[config.mk]
export PLATFORM = sky130hd
export DESIGN_NAME = mem_port_arbiter
export DESIGN_NICKNAME = d
export VERILOG_FILES = /design/src/rtl/mem_port_arbiter.sv
export SDC_FILE = /design/constraint.sdc
export NUM_CORES = 1
export LEC_CHECK = 0
export BUFFER_PORTS_ARGS = -buffer_cell sky130_fd_sc_hd__buf_2
export CORE_MARGIN = 2
export CORE_UTILIZATION = 47
export DETAILED_ROUTE_END_ITERATION = 8
export GPL_ROUTABILITY_DRIVEN = 0
export GPL_TIMING_DRIVEN = 0
export HOLD_SLACK_MARGIN = 0.05
export PLACE_DENSITY = 0.8
export SETUP_SLACK_MARGIN = 0.2
export SYNTH_ARGS = -nofsm -noshare
export SYNTH_HDL_FRONTEND = slang
export SYNTH_SLANG_ARGS = --single-unit
[constraint.sdc]
create_clock -name clk -period 1.7 [get_ports clk]
set_input_delay 0.51 -clock clk [delete_from_list [all_inputs] [get_ports clk]]
set_output_delay 0.51 -clock clk [all_outputs]
set_load 0.05 [all_outputs]
[src/rtl/mem_port_arbiter.sv]
// Shares one multi-cycle memory port between fetch (read-only) and data (read/write).
// One access at a time; all outputs except the stalls are registered.
module mem_port_arbiter #(
  parameter int LAT          = 2,
  parameter int MAX_DATA_RUN = 4
) (
  input  logic        clk,
  input  logic        rst,
  input  logic        if_req,
  input  logic [15:0] if_addr,
  input  logic        dm_req,
  input  logic        dm_wr,
  input  logic [15:0] dm_addr,
  input  logic [15:0] dm_wdata,
  input  logic [15:0] mem_rdata,
  output logic        mem_en,
  output logic        mem_wr,
  output logic [15:0] mem_addr,
  output logic [15:0] mem_wdata,
  output logic        if_done,
  output logic [15:0] if_rdata,
  output logic        dm_done,
  output logic [15:0] dm_rdata,
  output logic        if_stall,
  output logic        dm_stall
);

  localparam int CW = (LAT > 1) ? $clog2(LAT) : 1;
  localparam int RW = $clog2(MAX_DATA_RUN + 1);

  typedef enum logic [1:0] {S_IDLE, S_GRANT, S_WAIT, S_DONE} state_t;

  typedef struct packed {
    logic        wr;
    logic [15:0] addr;
    logic [15:0] wdata;
  } mem_req_t;

  state_t        state_q, state_d;
  logic          own_dm_q, own_dm_d;
  logic          acc_wr_q, acc_wr_d;
  logic [CW-1:0] wcnt_q, wcnt_d;
  logic [RW-1:0] run_q, run_d;
  logic          mem_en_d, mem_wr_d, if_done_d, dm_done_d;
  logic [15:0]   mem_addr_d, mem_wdata_d, if_rdata_d, dm_rdata_d;
  logic          pick_if;
  mem_req_t      sel;

  // Fetch only overrides a pending data request once the data run is exhausted.
  assign pick_if = if_req & (~dm_req | (run_q == RW'(MAX_DATA_RUN)));

  always_comb begin
    sel.wr    = pick_if ? 1'b0 : dm_wr;
    sel.addr  = pick_if ? if_addr : dm_addr;
    sel.wdata = pick_if ? mem_wdata : dm_wdata;
  end

  always_comb begin
    state_d     = state_q;
    own_dm_d    = own_dm_q;
    acc_wr_d    = acc_wr_q;
    wcnt_d      = wcnt_q;
    run_d       = run_q;
    mem_en_d    = 1'b0;
    mem_wr_d    = 1'b0;
    mem_addr_d  = mem_addr;
    mem_wdata_d = mem_wdata;
    if_done_d   = 1'b0;
    dm_done_d   = 1'b0;
    if_rdata_d  = if_rdata;
    dm_rdata_d  = dm_rdata;
    case (state_q)
      S_IDLE: begin
        if (!if_req) run_d = '0;
        if (if_req || dm_req) begin
          state_d     = S_GRANT;
          mem_en_d    = 1'b1;
          mem_wr_d    = sel.wr;
          mem_addr_d  = sel.addr;
          mem_wdata_d = sel.wdata;
          acc_wr_d    = sel.wr;
          own_dm_d    = ~pick_if;
          if (pick_if)     run_d = '0;
          else if (if_req) run_d = run_q + 1'b1;
        end
      end
      S_GRANT: begin
        wcnt_d  = CW'(LAT - 1);
        state_d = S_WAIT;
      end
      S_WAIT: begin
        if (wcnt_q == '0) begin
          state_d = S_DONE;
          if (own_dm_q) begin
            dm_done_d  = 1'b1;
            dm_rdata_d = acc_wr_q ? 16'h0000 : mem_rdata;
          end else begin
            if_done_d  = 1'b1;
            if_rdata_d = mem_rdata;
          end
        end else begin
          wcnt_d = wcnt_q - 1'b1;
        end
      end
      S_DONE:  state_d = S_IDLE;
      default: state_d = S_IDLE;
    endcase
  end

  always_ff @(posedge clk) begin
    if (rst) begin
      state_q   <= S_IDLE;
      own_dm_q  <= 1'b0;
      acc_wr_q  <= 1'b0;
      wcnt_q    <= '0;
      run_q     <= '0;
      mem_en    <= 1'b0;
      mem_wr    <= 1'b0;
      mem_addr  <= 16'h0000;
      mem_wdata <= 16'h0000;
      if_done   <= 1'b0;
      dm_done   <= 1'b0;
      if_rdata  <= 16'h0000;
      dm_rdata  <= 16'h0000;
    end else begin
      state_q   <= state_d;
      own_dm_q  <= own_dm_d;
      acc_wr_q  <= acc_wr_d;
      wcnt_q    <= wcnt_d;
      run_q     <= run_d;
      mem_en    <= mem_en_d;
      mem_wr    <= mem_wr_d;
      mem_addr  <= mem_addr_d;
      mem_wdata <= mem_wdata_d;
      if_done   <= if_done_d;
      dm_done   <= dm_done_d;
      if_rdata  <= if_rdata_d;
      dm_rdata  <= dm_rdata_d;
    end
  end

  assign if_stall = if_req & ~if_done;
  assign dm_stall = dm_req & ~dm_done;

endmodule

; ---- After elaboration in Yosys (flattened, before gate mapping)
; Index checks and enable logic that the tools add are counted.
[word_totals]
register_bits = 76
latchBits = 0
ramBits = 0
rom_bits = 0
input_bits = 69
output_inout_bits = 70
wordCells = 60
mem_count = 0
[op_classes]
n_addsub = 2
n_mul = 0
div = 0
n_lt_le_gt_ge = 0
eq_ne = 6
shifts = 0
muxes = 15
n_bitwise = 13
n_reduce_logical = 11
[op_table]
columns = op, count
row1 = 2-to-1 mux 16 bit, 2
row2 = 2-to-1 mux 3 bit, 4
row3 = NOT 1 bit, 9
row4 = AND reduction 3 bit, 3
row5 = case mux 2 bit (4 select lines), 1
row6 = OR reduction 3 bit, 2
row7 = 2-to-1 mux 1 bit, 5
row8 = == test 2 bit (second input constant), 2
row9 = 2-to-1 mux 2 bit, 2
row10 = inequality test 2 bit (second input constant), 2
row11 = AND reduction 2 bit, 2
row12 = adder 3 x 1 -> 3 bit (second input constant), 1
row13 = bitwise AND 1 bit, 3
row14 = == test 3 bit (second input constant), 1
row15 = == test 2 x 1 -> 1 bit (second input constant), 1
row16 = logical NOT 2 bit, 1
row17 = case mux 1 bit (2 select lines), 1
row18 = nonzero test 2 bit, 1
row19 = OR reduction 2 bit, 1
row20 = logical OR 1 bit, 1
row21 = OR 1 bit, 1
row22 = subtractor 1 bit (second input constant), 1

; ---- Longest topological paths before layout
[depth]
depth_word = 5
mapped_depth = 8
depth_no_buf = 5

; ---- Worst setup path before layout
; No wires, ideal clock.
[synth_path]
path_type = in2out
from = in if_req
to = out if_stall
t_arrival_ns = 1.473
required_time_ns = 1.190
slack_ns = -0.283
stages = 3
path_buffers = 1
cell_sequence = inv_1 -> buf_2 -> nor2_1
[synth_between]
elab_chain_len = 1
[synth_rtl]
columns = element, line
row1 = "start, declared", 9  ; input logic if_req,
row2 = bitwise AND 1 bit, 142  ; assign if_stall = if_req & ~if_done;
row3 = "end, declared", 24  ; output logic if_stall,
; Every way passes these cells.

; ---- Worst setup path after layout
; Same ends and word-level chain as after synthesis.

==> results.sh <==
export IMPL_outcome="finished clean"
export IMPL_synth_top_area_share_pct=49.2
export IMPL_utilization_pct=71.6
export IMPL_vdd_drop_max_v=0.00111
export IMPL_viasPerCell=5.41
export IMPL_r2r_slack_ns=0.17
export IMPL_syn_area_sq_mm=0.00309
export IMPL_clkSinkCount=76
export IMPL_drtIter0Drc=136
export IMPL_synth_async_reset_ratio_pct=0
export IMPL_initial_utilization_pct=48.7
export IMPL_grt_max_degree=13
export IMPL_fin_nets=571
export IMPL_area_delta_synth_final_pct=47.1
export IMPL_yosys_area_top_type="dfxtp_1"
export IMPL_required_ns=1.19
export IMPL_fin_crit_sh_pct=91.0
export IMPL_critPathLaunchType="input pin"
export IMPL_placedCellCount=547
export IMPL_synth_area_leaders="dfxtp_1 49%, a21oi_1 5.8%, nand3_1 5.3%, nand2_1 4.4%, a22o_1 4.3%"
export IMPL_portBuffers=137
export IMPL_layout_drive_gt1_share_pct=48.8
export IMPL_num_antenna_cells=0
export IMPL_rsz0062_at_grt="yes"
export IMPL_slew_violations=0
export IMPL_die_h_um=85.1
export IMPL_gr_usage_all_layers_pct=22.1
export IMPL_fp_coreArea_sq_mm=0.00635
export IMPL_path_max_fanout=2
export IMPL_endpoint_kind="output port"
export IMPL_hold_path_class="input pin to flip-flop"
export IMPL_clock_latency_ns=0.34
export IMPL_cts_htree_levels=3
export IMPL_leakage_nw=2.05
export IMPL_hpwlAfterDp_mm=5.84
export IMPL_fmax_ghz=0.647
export IMPL_maxCapViolCount=0
export IMPL_setup_viol=0
export IMPL_whs_ns=0.400
export IMPL_hold_viol_final=0
export IMPL_cts_root_buffer="clkbuf_8"
export IMPL_clock_path_buffers=2
export IMPL_ys_seq_area_share_pct=49.2
export IMPL_row_count=29
export IMPL_ios=139
export IMPL_arrival_ns=1.04
export IMPL_die_width_um=85.1
export IMPL_crit_type="input pin to output port"
export IMPL_wl_per_cell_um=14.8
export IMPL_numCtsBuffers=9
export IMPL_tightest_slew_ns=0.684
export IMPL_grt_ovfl_total=0
export IMPL_path_clk_slew_ns=0.07
export IMPL_instances_no_fill=579
export IMPL_cts_tree="yes"
export IMPL_fill_cells=481
export IMPL_power_density_mw_per_mm2=1570
export IMPL_hold_buffers=0
export IMPL_crit_slowest_cell="buf_8"
export IMPL_grt_pass1_vias=2885
export IMPL_most_common_layout_cells="133 x buf_2, 71 x dfxtp_1, 33 x nand3_1"
export IMPL_max_slew_margin_rel_pct=54.4
export IMPL_worstPathCellList="buf_8 -> clkinvlp_4 -> buf_8 -> nor2_4 -> buf_8"
export IMPL_routed_wl_mm=8.58
export IMPL_grt_pass1_wl_mm=13.2
export IMPL_synthDistinctLibCells=42
export IMPL_antenna_found_initial=0
export IMPL_synth_nets=407
export IMPL_first_pass_iters=4
export IMPL_clock_skew_ns=0.00816
export IMPL_synth_ff_type="dfxtp_1"
export IMPL_fin_tns_setup_ns=0
export IMPL_remaining_drc_errors=0
export IMPL_synth_area_per_cell_sq_um=9.28
export IMPL_yosys_warnings=0
export IMPL_fin_crit_ns=1.55
export IMPL_cp_common_cell="buf_8"
export IMPL_vias=3131
export IMPL_ant_nets=0
export IMPL_die_area_sq_mm=0.00724
export IMPL_ys_seq_elements=76
export IMPL_layout_commonest_cell="buf_2"
export IMPL_synth_edff_count=0
export IMPL_critPathMaxStageDelay_ns=0.15
export IMPL_syn_inst=333
[synth_stat cells (2+ instances only)]
cell type,count
a211oi_1,2
nand3_1,33
a21oi_1,36
a22o_1,15
o21ai_0,26
buf_6,3
a311oi_2,7
buf_2,10
o21ai_2,6
dfxtp_1,76
or3b_1,2
clkbuf_1,6
a311oi_1,9
buf_4,4
nand2_1,36
inv_1,5
nor2_1,23
o21ai_1,2
nor3_1,4
ha_1,5
buf_1,2
[layout make-up]
class / count / area (sq um) / share of cell area, %
buffer: 26 / 220 / 4.84
clock buffer: 11 / 131 / 2.89
sequential: 76 / 1530 / 33.7
inverter: 5 / 22.5 / 0.495
clock inverter: 5 / 100 / 2.20
timing repair buffer: 153 / 882 / 19.4
multi-input combinational: 226 / 1560 / 34.4
tap: 77 / 96.3 / 2.12
[layer usage]
| layer | vias up | global-route usage [%] | wire, um |
|---|---|---|---|
| met5 | - | 0 | 0 |
| met4 | 0 | 5.92 | 97 |
| met3 | 12 | 5.54 | 599 |
| met2 | 114 | 37.4 | 4350 |
| met1 | 1485 | 28.3 | 3540 |
| li1 | 1520 | - | - |
[sequential cells by signal, indices dropped and copies added (netlist names)]
name and flops:
mem_addr 16, run_q 3, mem_en 1, dm_rdata 16
mem_wdata 16, own_dm_q 1, acc_wr_q 1, if_done 1
dm_done 1, wcnt_q 1, mem_wr 1, if_rdata 16
state_q 2
[critical path: cells and delay by family]
kind	cells	cell delay, ns
and+or+nand+nor	1	0.08
buffers and inverters	4	0.44
[path summary, 6_finish.rpt]
| check | from | endpoint | depth (start not counted) |
|---|---|---|---|
| hold / removal | mem_rdata[15] | dm_rdata[15] | 2 |
| setup / recovery | if_req | if_stall | 5 |
| setup reg to reg | state_q[0] | if_rdata[10] | 7 |
| hold reg to reg | dm_rdata[0] | dm_rdata[0] | 2 |
[stage by stage]
stage                     power, mW  instance area [sq um]  setup slack, ns
final                          7.13                   4550            0.154
after global routing           7.47                   4550            0.127
after CTS                      6.77                   4270            0.161
after detailed placement       5.01                   3880           -0.283
after global placement         4.95                   3880           -0.277
after floorplan                4.39                   3100           0.0852
[where the power goes]
part           internal, mW  switching, mW  leakage [nW]
combinational          1.13           2.03          1.31
sequential             2.13          0.224         0.623
clock                 0.972          0.634         0.117
total                  4.24           2.89          2.05
[repair_timing]
action / CTS / global route
setup endpoints to repair: 54 / 53
buffers inserted: 6 / 8
pin swaps: 2 / 19
cloned: 0 / 2
gates resized for setup: 35 / 54
[logic make-up after synthesis]
group / synth area share, %
AO/OA/AOI/OAI: 25.1
XOR/XNOR: 0.567
adder cells (fa/ha/maj): 2.02
buffers and inverters: 5.75
flip-flops: 49.2
multiplexers: 0.324
AND/OR/NAND/NOR: 17.0
(Power assumes the default switching activity.)
